<file path="src/rtl/ex_div_if.sv">
`default_nettype none
// ============================================================================
//  Module      : ex_div_if
//  Description : Divider request/result bundle between the EX stage and ex_div.
//  Revision    : 1.0  initial release
// ============================================================================
interface ex_div_if #(
    parameter int WIDTH = 32
);
    logic                 div_start;
    logic                 signed_div;
    logic [WIDTH-1:0]     opdata1;
    logic [WIDTH-1:0]     opdata2;
    logic                 annul;
    logic [2*WIDTH-1:0]   result;
    logic                 ready;
    logic                 stallreq_for_div;

    // EX stage side
    modport master (
        output div_start, signed_div, opdata1, opdata2, annul,
        input  result, ready, stallreq_for_div
    );

    // Divider side
    modport slave (
        input  div_start, signed_div, opdata1, opdata2, annul,
        output result, ready, stallreq_for_div
    );
endinterface
`default_nettype wire

</file>
<file path="src/rtl/ex_div.sv">
`default_nettype none
// ============================================================================
//  Module      : ex_div
//  Description : Multi-cycle radix-2 restoring divider for the EX stage,
//                stalling the pipeline while a divide is in flight.
//  Revision    : 1.0  initial release
// ============================================================================
module ex_div #(
    parameter int WIDTH = 32
) (
    input  wire logic  clk,
    input  wire logic  rst,
    ex_div_if.slave    bus
);
    localparam int              CNT_W    = (WIDTH > 1) ? $clog2(WIDTH) : 1;
    localparam logic [CNT_W-1:0] CNT_LAST = CNT_W'(WIDTH - 1);

    typedef enum logic [1:0] {
        S_IDLE     = 2'd0,
        S_DIV_ZERO = 2'd1,
        S_BUSY     = 2'd2,
        S_DONE     = 2'd3
    } state_t;

    state_t               state_q;
    logic [CNT_W-1:0]     cnt_q;
    logic [WIDTH-1:0]     rem_q;
    logic [WIDTH-1:0]     dvd_q;
    logic [WIDTH-1:0]     dvs_q;
    logic                 negq_q;
    logic                 negr_q;
    logic [2*WIDTH-1:0]   result_q;
    logic                 ready_q;

    logic [WIDTH:0]       trial_d;
    logic [WIDTH:0]       sub_d;
    logic                 qbit_d;
    logic [WIDTH-1:0]     rem_d;
    logic [WIDTH-1:0]     quo_d;
    logic [WIDTH-1:0]     rem_fin_d;
    logic [WIDTH-1:0]     quo_fin_d;
    logic [WIDTH-1:0]     abs1_d;
    logic [WIDTH-1:0]     abs2_d;

    // One restoring step: a borrow-free subtraction means the quotient bit is 1.
    always_comb begin
        trial_d   = {rem_q, dvd_q[WIDTH-1]};
        sub_d     = trial_d - {1'b0, dvs_q};
        qbit_d    = ~sub_d[WIDTH];
        rem_d     = qbit_d ? sub_d[WIDTH-1:0] : trial_d[WIDTH-1:0];
        quo_d     = {dvd_q[WIDTH-2:0], qbit_d};
        quo_fin_d = negq_q ? (~quo_d + 1'b1) : quo_d;
        rem_fin_d = negr_q ? (~rem_d + 1'b1) : rem_d;
        abs1_d    = (bus.signed_div && bus.opdata1[WIDTH-1]) ? (~bus.opdata1 + 1'b1) : bus.opdata1;
        abs2_d    = (bus.signed_div && bus.opdata2[WIDTH-1]) ? (~bus.opdata2 + 1'b1) : bus.opdata2;
    end

    always_ff @(posedge clk) begin
        if (rst) begin
            state_q  <= S_IDLE;
            cnt_q    <= '0;
            rem_q    <= '0;
            dvd_q    <= '0;
            dvs_q    <= '0;
            negq_q   <= 1'b0;
            negr_q   <= 1'b0;
            result_q <= '0;
            ready_q  <= 1'b0;
        end else begin
            ready_q <= 1'b0;
            if (bus.annul) begin
                state_q <= S_IDLE;
            end else begin
                case (state_q)
                    S_IDLE: begin
                        if (bus.div_start) begin
                            if (bus.opdata2 == '0) begin
                                state_q <= S_DIV_ZERO;
                                dvd_q   <= bus.opdata1;
                            end else begin
                                state_q <= S_BUSY;
                                dvd_q   <= abs1_d;
                                dvs_q   <= abs2_d;
                                negq_q  <= bus.signed_div & (bus.opdata1[WIDTH-1] ^ bus.opdata2[WIDTH-1]);
                                negr_q  <= bus.signed_div & bus.opdata1[WIDTH-1];
                                rem_q   <= '0;
                                cnt_q   <= '0;
                            end
                        end
                    end
                    S_DIV_ZERO: begin
                        state_q  <= S_DONE;
                        result_q <= {dvd_q, {WIDTH{1'b1}}};
                        ready_q  <= 1'b1;
                    end
                    S_BUSY: begin
                        rem_q <= rem_d;
                        dvd_q <= quo_d;
                        cnt_q <= cnt_q + 1'b1;
                        if (cnt_q == CNT_LAST) begin
                            state_q  <= S_DONE;
                            result_q <= {rem_fin_d, quo_fin_d};
                            ready_q  <= 1'b1;
                        end
                    end
                    S_DONE: begin
                        state_q <= S_IDLE;
                    end
                    default: begin
                        state_q <= S_IDLE;
                    end
                endcase
            end
        end
    end

    assign bus.result           = result_q;
    assign bus.ready            = ready_q;
    // Combinational so the stall rises in the same cycle EX presents the divide.
    assign bus.stallreq_for_div = ~rst & bus.div_start & ~bus.annul & (state_q != S_DONE);

endmodule
`default_nettype wire

</file>
<file path="src/flat_wrapper.sv">
// flat-port wrapper written by rule: the top's interface ports become plain ports
module ex_div_flat 
#(
    parameter int WIDTH = 32
)
  (clk, rst, bus_div_start, bus_signed_div, bus_opdata1, bus_opdata2, bus_annul, bus_result, bus_ready, bus_stallreq_for_div);
  ex_div_if #(.WIDTH(WIDTH)) bus_i ();
  input  wire logic clk;
  input  wire logic rst;
  input wire logic [$bits(bus_i.div_start)-1:0] bus_div_start;
  input wire logic [$bits(bus_i.signed_div)-1:0] bus_signed_div;
  input wire logic [$bits(bus_i.opdata1)-1:0] bus_opdata1;
  input wire logic [$bits(bus_i.opdata2)-1:0] bus_opdata2;
  input wire logic [$bits(bus_i.annul)-1:0] bus_annul;
  output wire logic [$bits(bus_i.result)-1:0] bus_result;
  output wire logic [$bits(bus_i.ready)-1:0] bus_ready;
  output wire logic [$bits(bus_i.stallreq_for_div)-1:0] bus_stallreq_for_div;
  assign bus_i.div_start = bus_div_start;
  assign bus_i.signed_div = bus_signed_div;
  assign bus_i.opdata1 = bus_opdata1;
  assign bus_i.opdata2 = bus_opdata2;
  assign bus_i.annul = bus_annul;
  assign bus_result = bus_i.result;
  assign bus_ready = bus_i.ready;
  assign bus_stallreq_for_div = bus_i.stallreq_for_div;
  ex_div #(.WIDTH(WIDTH)) u_core (.clk(clk), .rst(rst), .bus(bus_i));
endmodule
</file>
<file path="config.mk">
export PLATFORM = sky130hd
export DESIGN_NAME = ex_div_flat
export DESIGN_NICKNAME = d
export VERILOG_FILES = /design/src/rtl/ex_div_if.sv /design/src/rtl/ex_div.sv /design/src/flat_wrapper.sv
export SDC_FILE = /design/constraint.sdc
export NUM_CORES = 1
export LEC_CHECK = 0
export BUFFER_PORTS_ARGS = -buffer_cell sky130_fd_sc_hd__buf_2
export CAP_MARGIN = 15
export CORE_UTILIZATION = 35
export CTS_CLUSTER_DIAMETER = 100
export DETAILED_ROUTE_END_ITERATION = 8
export GPL_TIMING_DRIVEN = 0
export PLACE_DENSITY = 0.6
export SLEW_MARGIN = 0
export SYNTH_ARGS = -nofsm -noshare
export SYNTH_HDL_FRONTEND = slang
export SYNTH_SLANG_ARGS = --single-unit
</file>
<file path="constraint.sdc">
create_clock -name clk -period 5.19 [get_ports clk]
set_input_delay 1.038 -clock clk [delete_from_list [all_inputs] [get_ports clk]]
set_output_delay 1.038 -clock clk [all_outputs]
set_load 0.03 [all_outputs]
</file>
==> key figures, run 1 <==
Timing
  – Headroom to the max-slew limit: 38.98%
  – Final period util: between 90% and 100%
  – WHS: ~0.46 ns
  – Fin Clk Skew: roughly 0.014 ns
  – Peak Freq: roughly 0.2 GHz
  – Crit path time final: 4.998 ns
  – Setup TNS: 0 ns
  – Slew Viols, Final: 0
  – Setup violators final: 0
  – Setup slack after layout: 0.1921 ns
  – Final hold vios: 0
  – Worst slew pin tran: between 0.9 and 1 ns

Logic synthesis
  – Syn_nets: 1744
  – Leading area contributor after synthesis: dfxtp_1
  – Yosys top cell area share: 27.80%
  – Synth cell count leaders: nand2_1 (193), a21oi_1 (180), dfxtp_1 (170)
  – Seq/Total Area, Yosys: 27.80%
  – Ys flop type: dfxtp_1
  – Synth unique cells: 93
  – Avg Cell Area, Syn: 7.501 um2
  – Synth warnings: 0
  – Synth async-reset ratio: 0%
  – Mapped Area: approximately 12000 um2
  – Synth area leaders: dfxtp_1 (28%), a21oi_1 (7.4%), nand2_1 (5.9%), o21ai_0 (5.7%), xor2_1 (5.1%)
  – Top-count cell post-synth: nand2_1
  – EDFF count, synth: 0
  – Cells after Synth: 1632
  – Register bit total from synthesis: 170

Placement
  – Pre-CTS setup slack: -0.7248 ns
  – Area after DPL: 13480 um2
  – DPL Wire Length: between 30000 and 40000 um
  – # port buffers: 133
  – Routability cong.: 0.9603
  – Placed cells: 2220

Setup path
  – Kind of critical path: register to register
  – Worst path cell trace: inv_1, ha_1, inv_1, fa_2, a211oi_4, o211ai_2, nand3_4, a2111oi_4, nor3_4, nor2_8, buf_8, buf_8, mux2i_4, ha_4, nand3b_1, o41ai_4, nand3_4, o31ai_4, xnor2_1, a221oi_2
  – Critical path's slowest cell: a2111oi_4
  – Worst Path Required: between 5 and 6 ns
  – Cell family with most CP delay: compound AO/OA/AOI/OAI gates
  – Crit-path max FO: 10
  – Crit end category: register
  – Startpoint Class: register
  – Bufs and invs on worst path: 4
  – Slowest Stage Delay on Critical Path: 0.55 ns
  – Crit path DAT: 5.36 ns

Power
  – Post-layout power: 3.741 mW
  – Leakage power total: 5.589 nW
  – Power Dens Cells: 262.7 nW/um2
  – VDD IR max: roughly 0.25 mV

Clocking
  – CTS HTree Levels: 4
  – Clock Tree Root: clkbuf_16
  – Sink Count: 170
  – Num CTS Buffers: 17
  – Worst-Skew Late Latency: 0.45 ns
  – Clock buffer depth: 2
  – CTS tree: done
  – Worst-path clk slew: 0.08 ns

GRT
  – Number of global-route vias before repair: ~12k
  – Initial antenna violation count: 0
  – Tot GR Track Use: approximately a quarter
  – First-pass GRT wire length: between 60000 and 70000 um
  – Largest net degree at the start of global routing: 20
  – Global route total overflow: 0

Job
  – Max-cap violation count: 0

Floorplanning
  – Die area: 35730 um2
  – Die Span Y: 189.0 um
  – Initial Util: 35.53%
  – I/O pin count: 135
  – Std-Cell Rows: 68
  – Chip Width: 189.0 um
  – Core footprint: 34460 um2

Finish
  – Post-route cell area: between 10000 and 15000 um2
  – Fin util: about two fifths
  – Synth-to-Final Area Change: 16.35%
  – Antenna Diode Count: 0
  – Layout Nets: 1904
  – Final non-filler cell total: around 2.3k
  – Multi-input logic area: 8222 um2
  – Share of layout cells above drive strength 1: between 10% and 20%
  – FILL cells: 3619
  – Reg area: 3405 um2

Drt
  – Antenna Nets Post-Route: 0
  – Initial drt markers: 1091
  – Routed wl met2: around 20000 um
  – Met3 wire length: ~3600 um
  – DR WL/cell: 19.99 um
  – First-pass detailed-route iteration total: 7
  – M1 WL: 20290 um
  – Vias after detailed routing: 12.92k
  – Via/cell ratio: 5.718
  – Residual DRC: 0
  – Routed WL: 45170 um
  – Max layer used: met4

Status
  – Status: finished clean

Worst hold path
  – Hold crit path type: register to register
==> sequential cells by signal, indices dropped and copies added (netlist names) <==
name	cells
u_core.negq_q	1
u_core.state_q	2
u_core.dvd_q	32
u_core.bus.ready	1
u_core.negr_q	1
u_core.rem_q	32
u_core.bus.result	64
u_core.dvs_q	32
u_core.cnt_q	5
==> what timing repair did <==
item	CTS	global route
endpoints found under the setup margin	14	12
hold buffers	0	0
gates resized for setup	8	16
pin swaps	3	8
buffers inserted	2	8
==> power by group <==
part	switching (mW)	total [mW]	internal, mW
registers	0.0611	1.44	1.37
clock network	0.638	1.29	0.655
logic	0.678	1.01	0.335
total	1.38	3.74	2.36
==> path summary, 6_finish.rpt <==
kind | slack (ns) | end | startpoint | cells past startpoint
worst max-delay path | 0.19 | u_core.bus.result[54] | u_core.dvd_q[31] | 20
worst min-delay path | 0.46 | u_core.dvs_q[30] | u_core.dvs_q[30] | 2
worst max register to register | 0.19 | u_core.bus.result[54] | u_core.dvd_q[31] | 20
worst min register to register | 0.46 | u_core.dvs_q[30] | u_core.dvs_q[30] | 2
==> worst reg2reg max path: stages, from the launching register on <==
cell,delay [ns]
dfxtp_2,0.39
inv_1,0.12
ha_1,0.25
inv_1,0.10
fa_2,0.28
a211oi_4,0.10
o211ai_2,0.26
nand3_4,0.16
a2111oi_4,0.55
nor3_4,0.10
nor2_8,0.21
buf_8,0.17
buf_8,0.17
mux2i_4,0.29
ha_4,0.18
nand3b_1,0.19
o41ai_4,0.46
nand3_4,0.19
o31ai_4,0.30
xnor2_1,0.14
a221oi_2,0.28
==> area by class of cell <==
type	count	share of cell area [%]
multi-input cells	1293	57.72
flip-flops and latches	170	23.90
repair buffers	143	5.200
well taps	455	3.997
plain buffers	109	3.514
clock buffers	18	3.083
inverters	58	1.528
clock inverters	14	1.054
==> routing by layer <==
layer,vias to the layer above,global-route usage (%)
met4,0,9.584
met3,76,4.875
met2,516,39.04
met1,6162,34.37
li1,6168,-
met5,-,0
==> cell families (layout without fill, tap and decap cells) <==
logic type	Yosys count	count (layout)	share of synthesized area, %
xor gates and xnor gates	133	133	9.516
AOI/OAI and AO/OA	544	544	28.44
and+or+nand+nor	545	545	21.65
DFF	170	170	27.80
buffers and inverters	169	342	5.724
muxes	28	28	2.412
adders and majority gates	43	43	4.456
==> placed cells by master, fill, tap and decap left out, types with 17 or more instances in the layout <==
master	instances
nor3_1	31
nor2_1	143
clkbuf_1	70
a21oi_1	179
inv_1	57
buf_2	161
a211oi_1	46
o211ai_1	19
mux2i_1	24
or3_1	18
nand2_1	193
clkbuf_16	17
and3_1	17
dfxtp_1	169
nand3_1	31
o31ai_1	27
ha_1	41
xor2_1	71
xnor2_1	62
o21ai_0	140
(Power assumes the default switching activity.)
==> run 2: changes to the inputs <==
--- a/config.mk
+++ b/config.mk
@@ -7,6 +7,7 @@
 export LEC_CHECK = 0
 export BUFFER_PORTS_ARGS = -buffer_cell sky130_fd_sc_hd__buf_2
 export CAP_MARGIN = 15
+export CORE_MARGIN = 1.5
 export CORE_UTILIZATION = 35
 export CTS_CLUSTER_DIAMETER = 100
 export DETAILED_ROUTE_END_ITERATION = 8
==> run 2 against run 1 <==
  * Non-clock buffer count is 2 lower
  * First-iteration DRC count is 7.1% higher
  * Clock-buffer cell count is 1 lower
  * Clock power hardly changed
  * Combinational power hardly changed
  * Sequential power hardly changed
  * Fmax hardly changed
  * Via count hardly changed
  * Wire length is 1.0% higher
  * Final cell count hardly changed
  * Critical path depth stayed put
  * Critical endpoint is now u_core.bus.result[62]
==> key figures, run 2 (synthesis gave the netlist of run 1 again) <==
Status
  – Status: finished clean

Clocking
  – CTS HTree Levels: 4
  – Clock buffer depth: 2
  – Worst-path clk slew: 0.08 ns
  – Sink Count: 170
  – Num CTS Buffers: 17
  – Clock Tree Root: clkbuf_16
  – Worst-Skew Late Latency: 0.45 ns
  – CTS tree: done
  – # hold bufs at CTS: 0

Timing
  – Setup TNS: 0 ns
  – Crit path time final: between 4 and 5 ns
  – Fin Clk Skew: 0.01346 ns
  – Final hold vios: 0
  – Headroom to the max-slew limit: ~41%
  – Peak Freq: around 0.2 GHz
  – Slew Viols, Final: 0
  – Final period util: 96.29%
  – Worst slew pin tran: 0.8875 ns
  – Setup violators final: 0

Power
  – VDD IR max: 0.2385 mV
  – Power Dens Cells: 263.6 nW/um2
  – Leakage power total: 5.588 nW

Setup path
  – R2R Setup Slk: 0.19 ns
  – Crit end category: register
  – Worst path cell trace: inv_1, ha_1, inv_1, fa_2, a211oi_4, o211ai_2, nand3_4, a2111oi_4, nor3_4, nor2_8, buf_6, buf_6, mux2i_4, ha_2, nand3b_1, o41ai_4, nand3_4, o41ai_2, xnor2_1, a221oi_2
  – Reg-to-reg endpoint: u_core.bus.result[62]
  – Kind of critical path: register to register
  – Critical path launch point: u_core.dvd_q[31]
  – Startpoint Class: register
  – FF-to-FF path depth: 20
  – CP endpoint: u_core.bus.result[62]
  – Critical path's slowest cell: a2111oi_4
  – Worst R2R Start: u_core.dvd_q[31]
  – Crit path DAT: ~5.4 ns
  – Slowest Stage Delay on Critical Path: 0.57 ns
  – Crit-path max FO: 10
  – Worst Path Required: 5.55 ns

Worst hold path
  – Hold crit path type: register to register

Finish
  – Most frequent cells in the layout: nand2_1 (193), a21oi_1 (179), dfxtp_1 (169), buf_2 (161), nor2_1 (143)
  – Layout Nets: between 1.5k and 2k
  – Max reg flops: 64
  – Antenna Diode Count: 0
  – Commonest non-fill, non-tap cell in the layout: nand2_1
  – Synth-to-Final Area Change: 16.03%
  – Share of layout cells above drive strength 1: between 15 and 20%
  – Post-route cell area: 14200 um2

Drt
  – DR WL/cell: about 20 um
  – First-pass detailed-route iteration total: 5
  – Residual DRC: 0
  – Vias after detailed routing: 12.93k
  – Via/cell ratio: about 5.7
  – Antenna Nets Post-Route: 0
  – Initial drt markers: 1168
  – Routed WL: around 46000 um

GRT
  – Grt met3 use: 4.852%
  – Number of global-route vias before repair: 12.08k
  – First-pass GRT wire length: roughly 70000 um
  – Tot GR Track Use: 25.00%
  – GR Util met2: 38.70%
  – Largest net degree at the start of global routing: 20
  – Global route total overflow: 0
  – Initial antenna violation count: 0
  – GR peak layer: met2
  – Met1 GRT Util: about 34%

Placement
  – Area after DPL: ~13000 um2
  – Routability cong.: 0.9515
  – DPL Wire Length: around 36000 um
  – # port buffers: 133

Floorplanning
  – Chip Width: 190.0 um
  – Die Span Y: 190.0 um
  – Std-Cell Rows: 68
  – Initial Util: 35.53%
  – Core footprint: 34460 um2
  – I/O pin count: between 100 and 150
  – Die area: around 36000 um2

Job
  – Max-cap violation count: 0
-- run 2: cell count changes in the layout (fill, tap and decap cells not counted), sizes merged --
cell      previous run  this run
clkbuf              88        87
clkinvlp             2         0
buf                182       180
clkinv               4         7
-- run 2: worst min-delay path by stage --
stage,from,endpoint,slack [ns],cells after the start
after floorplan,u_core.dvs_q[30],u_core.dvs_q[30],0.43,2
after global placement,u_core.dvs_q[30],u_core.dvs_q[30],0.44,2
after detailed placement,u_core.dvs_q[30],u_core.dvs_q[30],0.45,2
after CTS,u_core.dvs_q[30],u_core.dvs_q[30],0.46,2
after global routing,u_core.dvs_q[30],u_core.dvs_q[30],0.49,2
final,u_core.dvs_q[30],u_core.dvs_q[30],0.45,2
-- run 2: critical path: cells and delay by family (launching register included) --
family	cells	cell delay, ns
AOI/OAI and AO/OA	6	1.81
adders and majority gates	3	0.77
buffers and inverters	4	0.59
muxes	1	0.27
DFF	1	0.38
and+or+nand+nor	5	0.90
xor gates and xnor gates	1	0.18
-- run 2: cell type report --
class	instances	area (um2)
clock inverter	15	172.7
timing repair buffer	140	718.2
inverter	58	217.7
multi-input combinational	1293	8195
tap	455	569.3
sequential	170	3405
fill	3635	20250
clock buffer	17	425.4
buffer	110	500.5
-- run 2: routing by layer --
layer | share of wire (%) | vias to the layer above | wire (um)
met5 | 0 | - | 0
met4 | 3.0 | 0 | 1371
met3 | 7.9 | 82 | 3626
met2 | 44 | 524 | 20020
met1 | 45 | 6156 | 20610
li1 | - | 6171 | -
-- run 2: where the power goes --
| group | internal [mW] | switching [mW] | total [mW] |
|---|---|---|---|
| Clock | 0.652 | 0.654 | 1.31 |
| Combinational | 0.330 | 0.673 | 1.00 |
| Sequential | 1.37 | 0.0612 | 1.44 |
| Total | 2.36 | 1.39 | 3.74 |
-- run 2: through the flow --
step | hold slack, ns | power [mW] | worst slack [ns] | util, % | instances
CTS | 0.4585 | 3.733 | 0.06040 | 40.99 | 2253
floorplan | 0.4319 | 2.116 | 0.6482 | - | 1632
global route | 0.4851 | 3.899 | -0.002431 | 41.22 | 2258
detailed placement | 0.4505 | 2.434 | -0.7540 | 39.11 | 2220
global placement | 0.4408 | 2.424 | -0.7247 | 39.11 | 2220
finish | 0.4537 | 3.744 | 0.1925 | 41.22 | 2258
-- run 2: timing repair --
action                     4_1_cts  5_1_grt
pin swaps                        4        3
setup endpoints to repair       14       10
buffers inserted                 2        5
gates resized for setup         10        8
